[config.mk]
export PLATFORM = sky130hd
export DESIGN_NAME = solitaire_move_ctrl
export DESIGN_NICKNAME = d
export VERILOG_FILES = /design/src/rtl/solitaire_pkg.sv /design/src/rtl/card_rule_check.sv /design/src/rtl/solitaire_move_ctrl.sv
export SDC_FILE = /design/constraint.sdc
export NUM_CORES = 1
export LEC_CHECK = 0
export ABC_AREA = 1
export CAP_MARGIN = 20
export CORE_MARGIN = 2
export CORE_UTILIZATION = 45
export DETAILED_ROUTE_END_ITERATION = 16
export PLACE_DENSITY_LB_ADDON = 0.05
export SLEW_MARGIN = 25
export SYNTH_ARGS = -nofsm -noshare
export SYNTH_HDL_FRONTEND = slang
export SYNTH_SLANG_ARGS = --single-unit
[constraint.sdc]
create_clock -name clk -period 2.1 [get_ports clk]
set_input_delay 0.42 -clock clk [delete_from_list [all_inputs] [get_ports clk]]
set_output_delay 0.42 -clock clk [all_outputs]
set_load 0.05 [all_outputs]
[src/rtl/solitaire_pkg.sv]
// Shared definitions for the solitaire move controller: card field layout,
// column-bus operation codes, result codes and the sequencer state type.
package solitaire_pkg;

    localparam int CARD_W   = 6;
    localparam int RANK_LSB = 0;
    localparam int RANK_MSB = 3;
    localparam int SUIT_LSB = 4;
    localparam int SUIT_MSB = 5;

    localparam logic [3:0] RANK_EMPTY = 4'hF;
    localparam logic [3:0] RANK_KING  = 4'd13;

    localparam logic [1:0] OP_IDLE = 2'b00;
    localparam logic [1:0] OP_PEEK = 2'b01;
    localparam logic [1:0] OP_POP  = 2'b11;
    localparam logic [1:0] OP_PUSH = 2'b10;

    localparam logic [1:0] ERR_OK        = 2'b00;
    localparam logic [1:0] ERR_SRC_EMPTY = 2'b01;
    localparam logic [1:0] ERR_ILLEGAL   = 2'b10;
    localparam logic [1:0] ERR_BAD_IDX   = 2'b11;

    typedef enum logic [2:0] {
        ST_IDLE     = 3'd0,
        ST_PEEK_SRC = 3'd1,
        ST_PEEK_DST = 3'd2,
        ST_CHECK    = 3'd3,
        ST_POP_SRC  = 3'd4,
        ST_PUSH_DST = 3'd5,
        ST_DONE     = 3'd6
    } state_e;

    function automatic logic [3:0] card_rank(input logic [CARD_W-1:0] card);
        return card[RANK_MSB:RANK_LSB];
    endfunction

    // Colour is the suit MSB: 0 = red (hearts/diamonds), 1 = black.
    function automatic logic card_colour(input logic [CARD_W-1:0] card);
        return card[SUIT_MSB];
    endfunction

endpackage

[src/rtl/card_rule_check.sv]
// Combinational placement rule for one card onto a tableau column.
// Optional feature macro: SOLITAIRE_FREE_PLACE_EN (bypasses rank/colour rules,
// any non-empty source becomes legal; used for debug and board setup).
module card_rule_check
    import solitaire_pkg::*;
(
    input  logic [CARD_W-1:0] src_card,
    input  logic [CARD_W-1:0] dst_card,
    output logic              legal,
    output logic [1:0]        err
);

`ifdef SOLITAIRE_FREE_PLACE_EN
    // Destination contents are irrelevant in free-place mode.
    logic unused_dst_s;
    assign unused_dst_s = ^dst_card;
`endif

    // Evaluate the move in priority order: empty source first, then placement.
    always_comb begin
        legal = 1'b0;
        err   = ERR_OK;
        if (card_rank(src_card) == RANK_EMPTY) begin
            legal = 1'b0;
            err   = ERR_SRC_EMPTY;
        end else begin
`ifdef SOLITAIRE_FREE_PLACE_EN
            legal = 1'b1;
            err   = ERR_OK;
`else
            if (card_rank(dst_card) == RANK_EMPTY) begin
                if (card_rank(src_card) == RANK_KING) begin
                    legal = 1'b1;
                    err   = ERR_OK;
                end else begin
                    legal = 1'b0;
                    err   = ERR_ILLEGAL;
                end
            end else if ((card_rank(src_card) + 4'd1 == card_rank(dst_card)) &&
                         (card_colour(src_card) != card_colour(dst_card))) begin
                legal = 1'b1;
                err   = ERR_OK;
            end else begin
                legal = 1'b0;
                err   = ERR_ILLEGAL;
            end
`endif
        end
    end

endmodule

[src/rtl/solitaire_move_ctrl.sv]
// Single-card tableau move sequencer: peeks source and destination tops,
// checks legality, then pops the source and pushes onto the destination.
// Optional feature macro: SOLITAIRE_FREE_PLACE_EN (handled in card_rule_check).
module solitaire_move_ctrl
    import solitaire_pkg::*;
#(
    parameter int NUM_COLS = 7
) (
    input  logic              clk,
    input  logic              rst,
    input  logic              move_req,
    input  logic [2:0]        src_col,
    input  logic [2:0]        dst_col,
    output logic              move_ready,
    output logic              move_done,
    output logic              move_ok,
    output logic [1:0]        err_code,
    output logic [2:0]        col_sel,
    output logic [1:0]        col_op,
    output logic [CARD_W-1:0] col_card_out,
    input  logic [CARD_W-1:0] col_card_in
);

    state_e            state_r;
    logic [2:0]        src_sel_r;
    logic [2:0]        dst_sel_r;
    logic [CARD_W-1:0] src_card_r;
    logic              idx_bad_s;
    logic              rule_legal_s;
    logic [1:0]        rule_err_s;

    // The destination top card is on col_card_in during CHECK and is
    // judged directly there against the source card captured earlier.
    card_rule_check u_rule (
        .src_card (src_card_r),
        .dst_card (col_card_in),
        .legal    (rule_legal_s),
        .err      (rule_err_s)
    );

    // Reject out-of-range or identical column indices before touching the bus.
    always_comb begin
        idx_bad_s = 1'b0;
        if ((32'(src_col) >= NUM_COLS) || (32'(dst_col) >= NUM_COLS) ||
            (src_col == dst_col)) begin
            idx_bad_s = 1'b1;
        end else begin
            idx_bad_s = 1'b0;
        end
    end

    // Move sequencer; every output is registered and set on entry to its state.
    always_ff @(posedge clk) begin
        if (rst) begin
            state_r      <= ST_IDLE;
            move_ready   <= 1'b1;
            move_done    <= 1'b0;
            move_ok      <= 1'b0;
            err_code     <= ERR_OK;
            col_sel      <= 3'd0;
            col_op       <= OP_IDLE;
            col_card_out <= {CARD_W{1'b0}};
            src_sel_r    <= 3'd0;
            dst_sel_r    <= 3'd0;
            src_card_r   <= {CARD_W{1'b0}};
        end else begin
            move_done <= 1'b0;
            case (state_r)
                ST_IDLE: begin
                    if (move_req) begin
                        move_ready <= 1'b0;
                        if (idx_bad_s) begin
                            state_r   <= ST_DONE;
                            move_done <= 1'b1;
                            move_ok   <= 1'b0;
                            err_code  <= ERR_BAD_IDX;
                            col_op    <= OP_IDLE;
                        end else begin
                            state_r   <= ST_PEEK_SRC;
                            src_sel_r <= src_col;
                            dst_sel_r <= dst_col;
                            col_sel   <= src_col;
                            col_op    <= OP_PEEK;
                        end
                    end else begin
                        move_ready <= 1'b1;
                        col_op     <= OP_IDLE;
                    end
                end
                ST_PEEK_SRC: begin
                    state_r <= ST_PEEK_DST;
                    col_sel <= dst_sel_r;
                    col_op  <= OP_PEEK;
                end
                ST_PEEK_DST: begin
                    state_r    <= ST_CHECK;
                    src_card_r <= col_card_in;
                    col_op     <= OP_IDLE;
                end
                ST_CHECK: begin
                    if (rule_legal_s) begin
                        state_r <= ST_POP_SRC;
                        col_sel <= src_sel_r;
                        col_op  <= OP_POP;
                    end else begin
                        state_r   <= ST_DONE;
                        move_done <= 1'b1;
                        move_ok   <= 1'b0;
                        err_code  <= rule_err_s;
                        col_op    <= OP_IDLE;
                    end
                end
                ST_POP_SRC: begin
                    state_r      <= ST_PUSH_DST;
                    col_sel      <= dst_sel_r;
                    col_op       <= OP_PUSH;
                    col_card_out <= src_card_r;
                end
                ST_PUSH_DST: begin
                    state_r   <= ST_DONE;
                    col_op    <= OP_IDLE;
                    move_done <= 1'b1;
                    move_ok   <= 1'b1;
                    err_code  <= ERR_OK;
                end
                ST_DONE: begin
                    state_r    <= ST_IDLE;
                    move_ready <= 1'b1;
                    col_op     <= OP_IDLE;
                end
                default: begin
                    state_r    <= ST_IDLE;
                    move_ready <= 1'b1;
                    col_op     <= OP_IDLE;
                end
            endcase
        end
    end

endmodule

# ---- After elaboration in Yosys (flattened, before gate mapping)
# Index checks and enable logic that the tools add are counted.
dict set report classes {
  reduce_logical 11
  mux 35
  n_eq_ne 16
  bitwise 1
  magnitude_cmp 2
  n_addsub 1
}
# cell count
set op_table {}
lappend op_table {{2-bit 2-to-1 mux} 10}
lappend op_table {{3-bit case mux with 6 select lines} 1}
lappend op_table {{3-bit 2-to-1 mux} 5}
lappend op_table {{1-bit 2-to-1 mux} 13}
lappend op_table {{4-bit equality test, second input constant} 3}
lappend op_table {{2-bit inequality test, second input constant} 5}
lappend op_table {{3-bit case mux with 3 select lines} 1}
lappend op_table {{2-bit case mux with 4 select lines} 1}
lappend op_table {{4-bit AND reduction} 2}
lappend op_table {{3-bit by 2-bit equality test with 1-bit output, second input constant} 2}
lappend op_table {{3-bit equality test, second input constant} 2}
lappend op_table {{3-bit greater-or-equal comparator, second input constant} 2}
lappend op_table {{1-bit case mux with 3 select lines} 2}
lappend op_table {{2-bit case mux with 3 select lines} 1}
lappend op_table {{3-bit nonzero test} 2}
lappend op_table {{5-bit OR reduction} 1}
lappend op_table {{4-bit by 1-bit adder with 4-bit output, second input constant} 1}
lappend op_table {{4-bit equality test} 1}
lappend op_table {{3-bit by 1-bit equality test with 1-bit output, second input constant} 1}
lappend op_table {{3-bit equality test} 1}
lappend op_table {{3-bit logical NOT} 1}
lappend op_table {{3-bit AND reduction} 1}
lappend op_table {{1-bit logical OR} 2}
lappend op_table {{1-bit case mux with 2 select lines} 1}
lappend op_table {{4 further kinds} 4}
dict set report totals {
  output_inout_bits 16
  input_bits 15
  ff_bits 31
}

# ---- Depth between registers and ports, before layout
# Gate-level depths: netlist of the first run.
dict set report logic_depth {
  depth_word 8
  ltp_mapped 14
  depth_no_buf 14
}

# ---- By module
# From an unflattened synthesis of the first run, not the netlist that was laid out.
dict set report unflattened {
  cells_unflattened 243
  hier_area_um2 1621.6
}
# mod seq_area_each_um2 area_per_inst_um2 cells_per_inst instances
set by_module_without_submodules {}
lappend by_module_without_submodules {solitaire_move_ctrl 620.6 1398.8 196 1}
lappend by_module_without_submodules {card_rule_check 0.0 222.7 47 1}

# ---- Least setup slack after synthesis of the first run
# Ideal clock, no wire load.
dict set report synth_path {
  kind {reg-to-reg}
  startpoint {reg src_card_r[1]}
  endpoint {reg col_sel[0]}
  t_arrival_ns 1.456
  period_less_slack_ns 1.573
  path_stages_with_launch 15
  setup_slack_ns 0.527
  path_cell_list {dfxtp_1 inv_1 ha_1 inv_1 nand2_1 nand2_1 nand2_1 nor2_1 nand3_1 nand2_1 nand2_1 nand2_1 nand3_1 nand2_1 nor2_1}
}
dict set report synth_via {
  elab_chain_cells 8
  word_cells_on_any_way 11
}
# item line
set synth_rtl {}
lappend synth_rtl {{start, declared} solitaire_move_ctrl.sv:27} ;# logic [CARD_W-1:0] src_card_r;
lappend synth_rtl {{start signal, assigned} solitaire_move_ctrl.sv:65} ;# src_card_r <= {CARD_W{1'b0}};
lappend synth_rtl {{start signal, assigned} solitaire_move_ctrl.sv:97} ;# src_card_r <= col_card_in;
lappend synth_rtl {{4-bit by 1-bit adder with 4-bit output} card_rule_check.sv:39} ;# end else if ((card_rank(src_card) + 4'd1 == card_rank(dst_card)) &&
lappend synth_rtl {{4-bit equality test} card_rule_check.sv:39}
lappend synth_rtl {{1-bit logical AND} card_rule_check.sv:39}
lappend synth_rtl {{1-bit 2-to-1 mux} card_rule_check.sv:39}
lappend synth_rtl {{1-bit 2-to-1 mux} card_rule_check.sv:31} ;# if (card_rank(dst_card) == RANK_EMPTY) begin
lappend synth_rtl {{1-bit 2-to-1 mux (*)} card_rule_check.sv:23} ;# if (card_rank(src_card) == RANK_EMPTY) begin
lappend synth_rtl {{2-bit inequality test (no line) (*)} --}
lappend synth_rtl {{4-bit AND reduction (no line) (*)} --}
lappend synth_rtl {{end signal, assigned} solitaire_move_ctrl.sv:82} ;# col_sel <= src_col;
lappend synth_rtl {{end signal, assigned} solitaire_move_ctrl.sv:92} ;# col_sel <= dst_sel_r;
lappend synth_rtl {{end signal, assigned} solitaire_move_ctrl.sv:103} ;# col_sel <= src_sel_r;
lappend synth_rtl {{end, declared} solitaire_move_ctrl.sv:18} ;# output logic [2:0] col_sel,
# Mark *: on every way between the ends. The rest lies on a longest branch, timed or not.
# A chain may end at the register's enable or synchronous reset.

# ---- Worst setup path after layout of the first run
dict set report layout_path {
  startpoint {reg col_sel[0]}
  endpoint {out col_sel[0]}
}
# No word-level cell between the ends.

==> flow_metrics.tcl, run 1 <==
set metrics [dict create \
    p_comb_share_pct 49.0 \
    holdBufCountCts 0 \
    wl_um 3220 \
    clk_pin_slew_ns 0.11 \
    switching_power_uw 1210 \
    grt_pass1_vias 1375 \
    ir_drop_mv 0.851 \
    path_buf_inv 1 \
    p_clk_share_pct 18.0 \
    grt_antenna_before_repair 0 \
    netSwitchingFraction_pct 43.9 \
    place.gp.congestion 0.874 \
    finalHoldViolations 0 \
    relSlewSlack_pct 66.4 \
    min_to "dst_sel_r[2]" \
    ant_nets 0 \
    fill_cells 323 \
    clock_path_buffers 2 \
    cts_sinks 31 \
    hold_start "dst_sel_r[2]" \
    postSynthAreaPerCell_um2 6.73 \
    finalSetupTns_ns 0 \
    crit_fanout 2 \
    cts_made_buffers 5 \
    period_needed_ns 1.91 \
    intPower_uw 1550 \
    die_area_um2 3860 \
    netlist_area_um2 1520 \
    synthTopCellsByArea "dfxtp_1 (41%), nand2_1 (11%), inv_1 (8.9%)" \
    synth_top_cell_by_area "dfxtp_1" \
    cpPeakStageDelay_ns 0.80 \
    ios 31 \
    ys_warn_count 0 \
    status "completed" \
    start_kind "flip-flop" \
    port_buffers 30 \
    multi_input_area_um2 733 \
    p_seq_share_pct 33.0 \
    seq_area_frac_synth_pct 40.8 \
    hp-class "flip-flop to flip-flop" \
    tightest_slew_ns 0.502 \
    htree_levels 2 \
    critPathRequiredTime_ns 1.68 \
    cp_data_arrival_time_ns 1.49 \
    syn-num-nets 243 \
    cts_tree "done" \
    clock_latency_ns 0.34 \
    grt_max_degree 13 \
    nNetsFinal 280 \
    postPlaceCellArea_um2 1900 \
    start_util_pct 46.3 \
    r2r_end "state_r[1]" \
    design_area_um2 1980 \
    min_period_over_period_pct 90.9 \
    leakage_uw 0.000910 \
    synth_cells 226 \
    power.density_nw_per_um2 1390 \
    rsz0062_at_grt "no" \
    cpLargestDelayFamily "buffers and inverters" \
    setup_violations 0 \
    crit_chain "clkdlybuf4s50_1" \
    slowest_stage "clkdlybuf4s50_1" \
    synth_cell_types 23 \
    hpwl_um 2430 \
    power.total_uw 2760 \
    fin_worst_skew_ns 0.0117 \
    drtIter0Drc 70 \
    grt-ovfl-total 0 \
    timing_max_transition_violations_final 0 \
    antenna_cells 0 \
    dr.pass1.iters 4 \
    seq_area_um2 621 \
    grt_pass1_wl_um 5890 \
    drive_gt1_share_pct 9.47 \
    grt.total_usage_pct 19.1 \
    fmax_mhz 524 \
    rrSetupSlack_ns 0.35 \
    drc 0 \
    area_growth_pct 30.3 \
    reg2reg_depth 14 \
    synth_top_area_share_pct 40.8 \
    cp-end-kind "primary output" \
    num_vias 1468 \
    viasPerCell 4.74 \
    cts_setup_buffers 0 \
    num_rows 21 \
    avgRoutedWirePerCell_um 10.4 \
    worstSetupPathType "flip-flop to primary output" \
    cap_violations 0 \
    r2r-start "src_card_r[1]" \
    die_h_um 62.1 \
    hold_depth 2 \
    cts_root_buf "clkbuf_4" \
    core_um2 3280 \
    cts.repair.resized 0 \
    ys_ff_latch 31 \
    die_w_um 62.1 \
]
## layer usage
metal | global-route usage, % | vias up | wire length [µm] | share of wire, %
met5 | 0 | - | 0 | 0
met4 | 9.44 | 0 | 81 | 2.5
met3 | 5.98 | 8 | 161 | 5.0
met2 | 30.3 | 32 | 1420 | 44
met1 | 23.6 | 636 | 1560 | 48
li1 | - | 792 | - | -
## metrics by stage
stage / worst slack, ns / hold slack, ns / cells / utilization, %
2_1_floorplan: 0.527 / 0.429 / 226 / -
3_3_place_gp: 0.111 / 0.440 / 302 / 57.7
3_5_place_dp: 0.117 / 0.443 / 302 / 57.7
4_1_cts: 0.178 / 0.460 / 310 / 60.3
5_1_grt: 0.129 / 0.487 / 310 / 60.3
6_report: 0.190 / 0.456 / 310 / 60.3
## cells in the mapped netlist
cell	count
o21ai_2	1
nor2_2	2
o22ai_1	3
a21oi_1	23
a31oi_1	2
nand2_1	44
nand3_1	15
nand4_1	2
nor3_1	2
or2_4	1
nor2_4	2
inv_2	3
ha_1	2
inv_1	36
buf_2	2
xnor2_1	3
buf_1	1
dfxtp_1	31
clkbuf_1	2
o21ai_0	20
nor2_1	26
nand3_2	1
nand2_2	2
## state kept, by name, indices dropped and copies added (netlist names)
signal        flops
col_sel           3
move_ok           1
col_card_out      6
src_card_r        6
state_r           3
col_op            2
dst_sel_r         3
move_ready        1
src_sel_r         3
move_done         1
err_code          2
## final cells by class
type | count | share of cell area (%)
multi-input cells | 151 | 37.0
flip-flops and latches | 31 | 31.3
repair buffers | 35 | 17.0
inverters | 39 | 7.39
well taps | 46 | 2.90
clock buffers | 6 | 2.59
clock inverters | 2 | 1.77
## layout by cell type, fill, tap and decap left out, types with 5 or more instances in the layout
cell type | netlist | layout
a21oi_1 | 23 | 23
buf_4 | 0 | 5
clkbuf_4 | 0 | 5
clkdlybuf4s50_1 | 0 | 30
dfxtp_1 | 31 | 31
inv_1 | 36 | 36
nand2_1 | 44 | 44
nand3_1 | 15 | 15
nor2_1 | 26 | 26
o21ai_0 | 20 | 20
## power groups by stage
stage	combinational (µW)	clock (µW)	sequential, µW
6_report	1350	496	912
5_1_grt	1500	541	948
4_1_cts	1360	508	913
3_5_place_dp	1350	0	926
3_3_place_gp	1350	0	925
2_1_floorplan	653	0	1250
## how the worst max path moves through the flow
| stage | from | slack (ns) | endpoint | cells after the start |
|---|---|---|---|---|
| finish | col_sel[0] | 0.19 | col_sel[0] | 1 |
| global route | move_ok | 0.13 | move_ok | 1 |
| CTS | move_ok | 0.18 | move_ok | 1 |
| detailed placement | src_col[0] | 0.12 | col_sel[0] | 7 |
| global placement | src_col[1] | 0.11 | col_sel[1] | 7 |
| floorplan | src_card_r[1] | 0.53 | col_sel[0] | 14 |
## kinds of logic after synthesis
family	after synthesis	share of synthesized area (%)
AOI/OAI and AO/OA	49	16.8
xor gates and xnor gates	3	1.73
adders and majority gates	2	1.64
buffers and inverters	44	11.0
DFF	31	40.8
and+or+nand+nor	97	28.0
Power figures use the tool's default switching activity.
==> inputs of run 2 (changes only) <==
--- a/config.mk
+++ b/config.mk
@@ -11,6 +11,7 @@
 export CORE_UTILIZATION = 45
 export DETAILED_ROUTE_END_ITERATION = 16
 export PLACE_DENSITY_LB_ADDON = 0.05
+export SETUP_SLACK_MARGIN = 0.4
 export SLEW_MARGIN = 25
 export SYNTH_ARGS = -nofsm -noshare
 export SYNTH_HDL_FRONTEND = slang
==> flow_metrics.tcl, run 2 (synthesis results as in run 1) <==
set metrics [dict create \
    relSlewSlack_pct 66.8 \
    ir_drop_mv 0.813 \
    fin_worst_skew_ns 0.0116 \
    crit_fanout 2 \
    holdBufCountCts 0 \
    grt_pass1_wl_um 5900 \
    crit_chain "dlygate4sd2_1" \
    r2r-start "src_card_r[1]" \
    dr.pass1.iters 4 \
    slowest_stage "dlygate4sd2_1" \
    cpPeakStageDelay_ns 0.53 \
    nNetsFinal 280 \
    grt_pass1_vias 1368 \
    wl_um 3430 \
    grt.total_usage_pct 19.2 \
    avgRoutedWirePerCell_um 11.1 \
    area_growth_pct 35.0 \
    start_util_pct 46.3 \
    postPlaceCellArea_um2 1900 \
    min_period_over_period_pct 77.9 \
    clock_latency_ns 0.34 \
    worstSetupPathType "flip-flop to primary output" \
    rrSetupSlack_ns 0.52 \
    hpwl_um 2430 \
    layout_common_cells "nand2_1 (40), inv_1 (35), dfxtp_1 (29)" \
    cp_data_arrival_time_ns 1.22 \
    setup_violations 0 \
    start_kind "flip-flop" \
    grt_max_degree 13 \
    critPathRequiredTime_ns 1.68 \
    drive_gt1_share_pct 15.5 \
    grt_antenna_before_repair 0 \
    final_common_cell "nand2_1" \
    path_buf_inv 1 \
    cts_tree "done" \
    cap_violations 0 \
    rsz0062_at_grt "no" \
    ant_nets 0 \
    place.gp.congestion 0.874 \
    design_area_um2 2050 \
    leakage_uw 0.00101 \
    cp-end-kind "primary output" \
    finalHoldViolations 0 \
    core_um2 3280 \
    grt-ovfl-total 0 \
    hp-class "input pin to flip-flop" \
    finalSetupTns_ns 0 \
    timing_max_transition_violations_final 0 \
    die_h_um 62.1 \
    tightest_slew_ns 0.499 \
    hold_start "col_card_in[2]" \
    min_to "src_card_r[2]" \
    cts_root_buf "clkbuf_4" \
    cts_sinks 31 \
    reg_top3 "col_card_out: 6 flops, src_card_r: 6 flops" \
    die_w_um 62.1 \
    drtIter0Drc 82 \
    power.density_nw_per_um2 1360 \
    r2r_end "state_r[1]" \
    fmax_mhz 611 \
    port_buffers 30 \
    cts_made_buffers 5 \
    num_vias 1505 \
    num_rows 21 \
    clock_path_buffers 2 \
    drc 0 \
    hold_depth 3 \
    status "completed" \
    reg2reg_depth 13 \
    die_area_um2 3860 \
    period_needed_ns 1.64 \
    ios 31 \
    htree_levels 2 \
    viasPerCell 4.85 \
    clk_pin_slew_ns 0.11 \
    antenna_cells 0 \
    cpLargestDelayFamily "buffers and inverters" \
]
==> run 2: changes by cell type in the layout (fill, tap and decap cells not counted), sizes merged <==
cell / delta
clkdlybuf4s50: -17
dlymetal6s2s: +1
dlygate4sd2: +16
==> run 2: timing repair <==
item	4_1_cts	5_1_grt
pin swaps	1	5
resized for setup	19	20
endpoints found under the setup margin	23	8
buffers inserted	0	0
==> run 2: worst register-to-register path: cells and delay by family, from the launching register on <==
family,cells,cell delay [ns]
and+or+nand+nor,10,0.78
adders and majority gates,1,0.26
buffers and inverters,2,0.09
DFF,1,0.38
==> run 2: power breakdown <==
part | internal (µW) | switching, µW
combinational | 438 | 917
clock | 281 | 217
sequential | 798 | 136
==> run 2: area by class of cell <==
cell class,count,area [µm²]
multi-input combinational,151,815
tap,46,57.6
timing repair buffer,35,320
clock buffer,6,51.3
inverter,39,146
fill,323,1230
sequential,31,628
clock inverter,2,35.0
==> run 2: how the worst max path moves through the flow <==
stage,start,end,slack (ns),cells past startpoint
6_report,col_sel[0],col_sel[0],0.46,1
5_1_grt,src_card_r[0],state_r[1],0.36,14
4_1_cts,src_card_r[1],err_code[1],0.41,14
3_5_place_dp,src_col[0],col_sel[0],0.12,7
3_3_place_gp,src_col[1],col_sel[1],0.11,7
2_1_floorplan,src_card_r[1],col_sel[0],0.53,14
==> run 2: through the flow <==
step                hold slack (ns)  power (µW)  cells  setup WS [ns]  utilization [%]
floorplan                     0.429        1900    226          0.527                -
global placement              0.440        2280    302          0.111             57.7
detailed placement            0.443        2280    302          0.117             57.7
CTS                           0.457        2710    310          0.410             59.9
global route                  0.405        3010    310          0.364             62.5
finish                        0.392        2790    310          0.464             62.5
==> run 2: metal layers <==
metal | global-route usage (%) | vias up | wire (µm)
li1 | - | 792 | -
met1 | 23.7 | 668 | 1600
met2 | 30.3 | 35 | 1570
met3 | 5.98 | 10 | 165
met4 | 9.44 | 0 | 89
met5 | 0 | - | 0
==> inputs of run 3 (changes only) <==
==> constraint.sdc (replaced) <==
create_clock -name clk -period 1.35 [get_ports clk]
set_input_delay 0.27 -clock clk [delete_from_list [all_inputs] [get_ports clk]]
set_output_delay 0.27 -clock clk [all_outputs]
set_load 0.05 [all_outputs]
==> flow_metrics.tcl, run 3 (synthesis results as in run 1) <==
set metrics [dict create \
    grt_antenna_before_repair 0 \
    netSwitchingFraction_pct 43.7 \
    switching_power_uw 2380 \
    cts_root_buf "clkbuf_4" \
    grt.total_usage_pct 22.9 \
    crit_fanout 7 \
    die_area_um2 3860 \
    leakage_uw 0.00122 \
    grt-ovfl-total 0 \
    final_common_cell "nand2_1" \
    fill_cells 210 \
    dpl.cell_count 334 \
    reg_top3 "col_card_out: 6 flops, src_card_r: 6 flops" \
    wl_um 4470 \
    cts_sinks 31 \
    num_rows 21 \
    grt_pass1_wl_um 7090 \
    p_seq_share_pct 29.3 \
    num_vias 1723 \
    timing_max_transition_violations_final 0 \
    fmax_mhz 616 \
    clock_path_buffers 2 \
    start_util_pct 46.3 \
    finalHoldViolations 0 \
    min_period_over_period_pct 120 \
    place.gp.congestion 0.825 \
    setup_violations 15 \
    drtIter0Drc 91 \
    stdcell_count 350 \
    cts_made_buffers 5 \
    hp-class "flip-flop to flip-flop" \
    setup_ws_ns -0.273 \
    cap_violations 0 \
    nNetsFinal 320 \
    multi_input_area_um2 906 \
    intPower_uw 3070 \
    area_growth_pct 74.8 \
    cp-end-kind "flip-flop" \
    ir_drop_mv 1.21 \
    ios 31 \
    drc 0 \
    cp_data_arrival_time_ns 1.86 \
    design_area_um2 2660 \
    htree_levels 2 \
    viasPerCell 4.92 \
    hpwl_um 2850 \
    finalSetupTns_ns -2.21 \
    cts_tree "done" \
    avgRoutedWirePerCell_um 12.8 \
    die_w_um 62.1 \
    critPathRequiredTime_ns 1.59 \
    tightest_slew_ns 0.305 \
    antenna_cells 0 \
    postPlaceCellArea_um2 2350 \
    clk_pin_slew_ns 0.09 \
    die_h_um 62.1 \
    layout_common_cells "nand2_1 (37), inv_1 (32), buf_4 (31)" \
    worstSetupPathType "flip-flop to flip-flop" \
    p_comb_share_pct 61.1 \
    clock_latency_ns 0.34 \
    dr.pass1.iters 4 \
    grt_max_degree 14 \
    ant_nets 0 \
    core_um2 3280 \
    grt_pass1_vias 1602 \
    status "complete, but fails checks" \
    period_needed_ns 1.62 \
    drive_gt1_share_pct 44.1 \
    start_kind "flip-flop" \
    power.density_nw_per_um2 2050 \
    fin_worst_skew_ns 0.0198 \
    seq_area_um2 654 \
    p_clk_share_pct 9.7 \
    port_buffers 30 \
    rsz0062_at_grt "yes" \
    relSlewSlack_pct 79.5 \
    violations "negative setup slack" \
]
[run 3: path summary, 6_finish.rpt]
path,startpoint,to,slack [ns],cells past startpoint
setup / recovery,src_card_r[1],state_r[1],-0.27,13
hold / removal,src_sel_r[2],src_sel_r[2],0.46,2
setup reg to reg,src_card_r[1],state_r[1],-0.27,13
hold reg to reg,src_sel_r[2],src_sel_r[2],0.46,2
[run 3: what timing repair did]
action,4_1_cts,5_1_grt
endpoints found under the setup margin,47,47
pin swaps,14,14
resized for setup,34,49
setup buffers,2,4
hold buffers,0,0
gates cloned,1,1
[run 3: critical path: stages (launching register included)]
cell	delay, ns
dfxtp_4	0.39
inv_4	0.05
ha_4	0.26
nand2_1	0.04
nand2_1	0.06
nand2_1	0.06
nor2_2	0.10
nand3_2	0.09
nand2_2	0.11
nand2_2	0.08
nand2_4	0.11
nand4_1	0.09
nand2_1	0.07
inv_1	0.03
[run 3: power groups by stage]
stage | Clock, µW | Combinational [µW] | Sequential [µW]
floorplan | 0 | 1120 | 1960
detailed placement | 0 | 2860 | 1520
CTS | 534 | 3000 | 1550
global route | 576 | 3560 | 1640
finish | 527 | 3330 | 1600
global placement | 0 | 2830 | 1520
[run 3: layer usage]
layer	wire length, µm	GRT usage, %	vias to the layer above
met1	1940	27.4	786
met5	0	0	-
li1	-	-	881
met3	229	7.43	4
met4	48	5.83	0
met2	2260	39.8	52
[run 3: cell type report]
class                   count  area share [%]
well taps                  46            2.16
flip-flops and latches     31            24.6
clock buffers               7            1.69
inverters                  39            5.60
clock inverters             1           0.188
multi-input cells         151            34.1
repair buffers             75            31.7
[run 3: metrics by stage]
stage               hold slack (ns)  setup slack (ns)  power (µW)  utilization [%]
floorplan                     0.335            -0.147        3080                -
global placement              0.444            -0.471        4340             71.5
detailed placement            0.448            -0.526        4390             71.5
CTS                           0.463            -0.243        5080             75.5
global route                  0.485            -0.387        5770             81.0
finish                        0.463            -0.273        5450             81.0
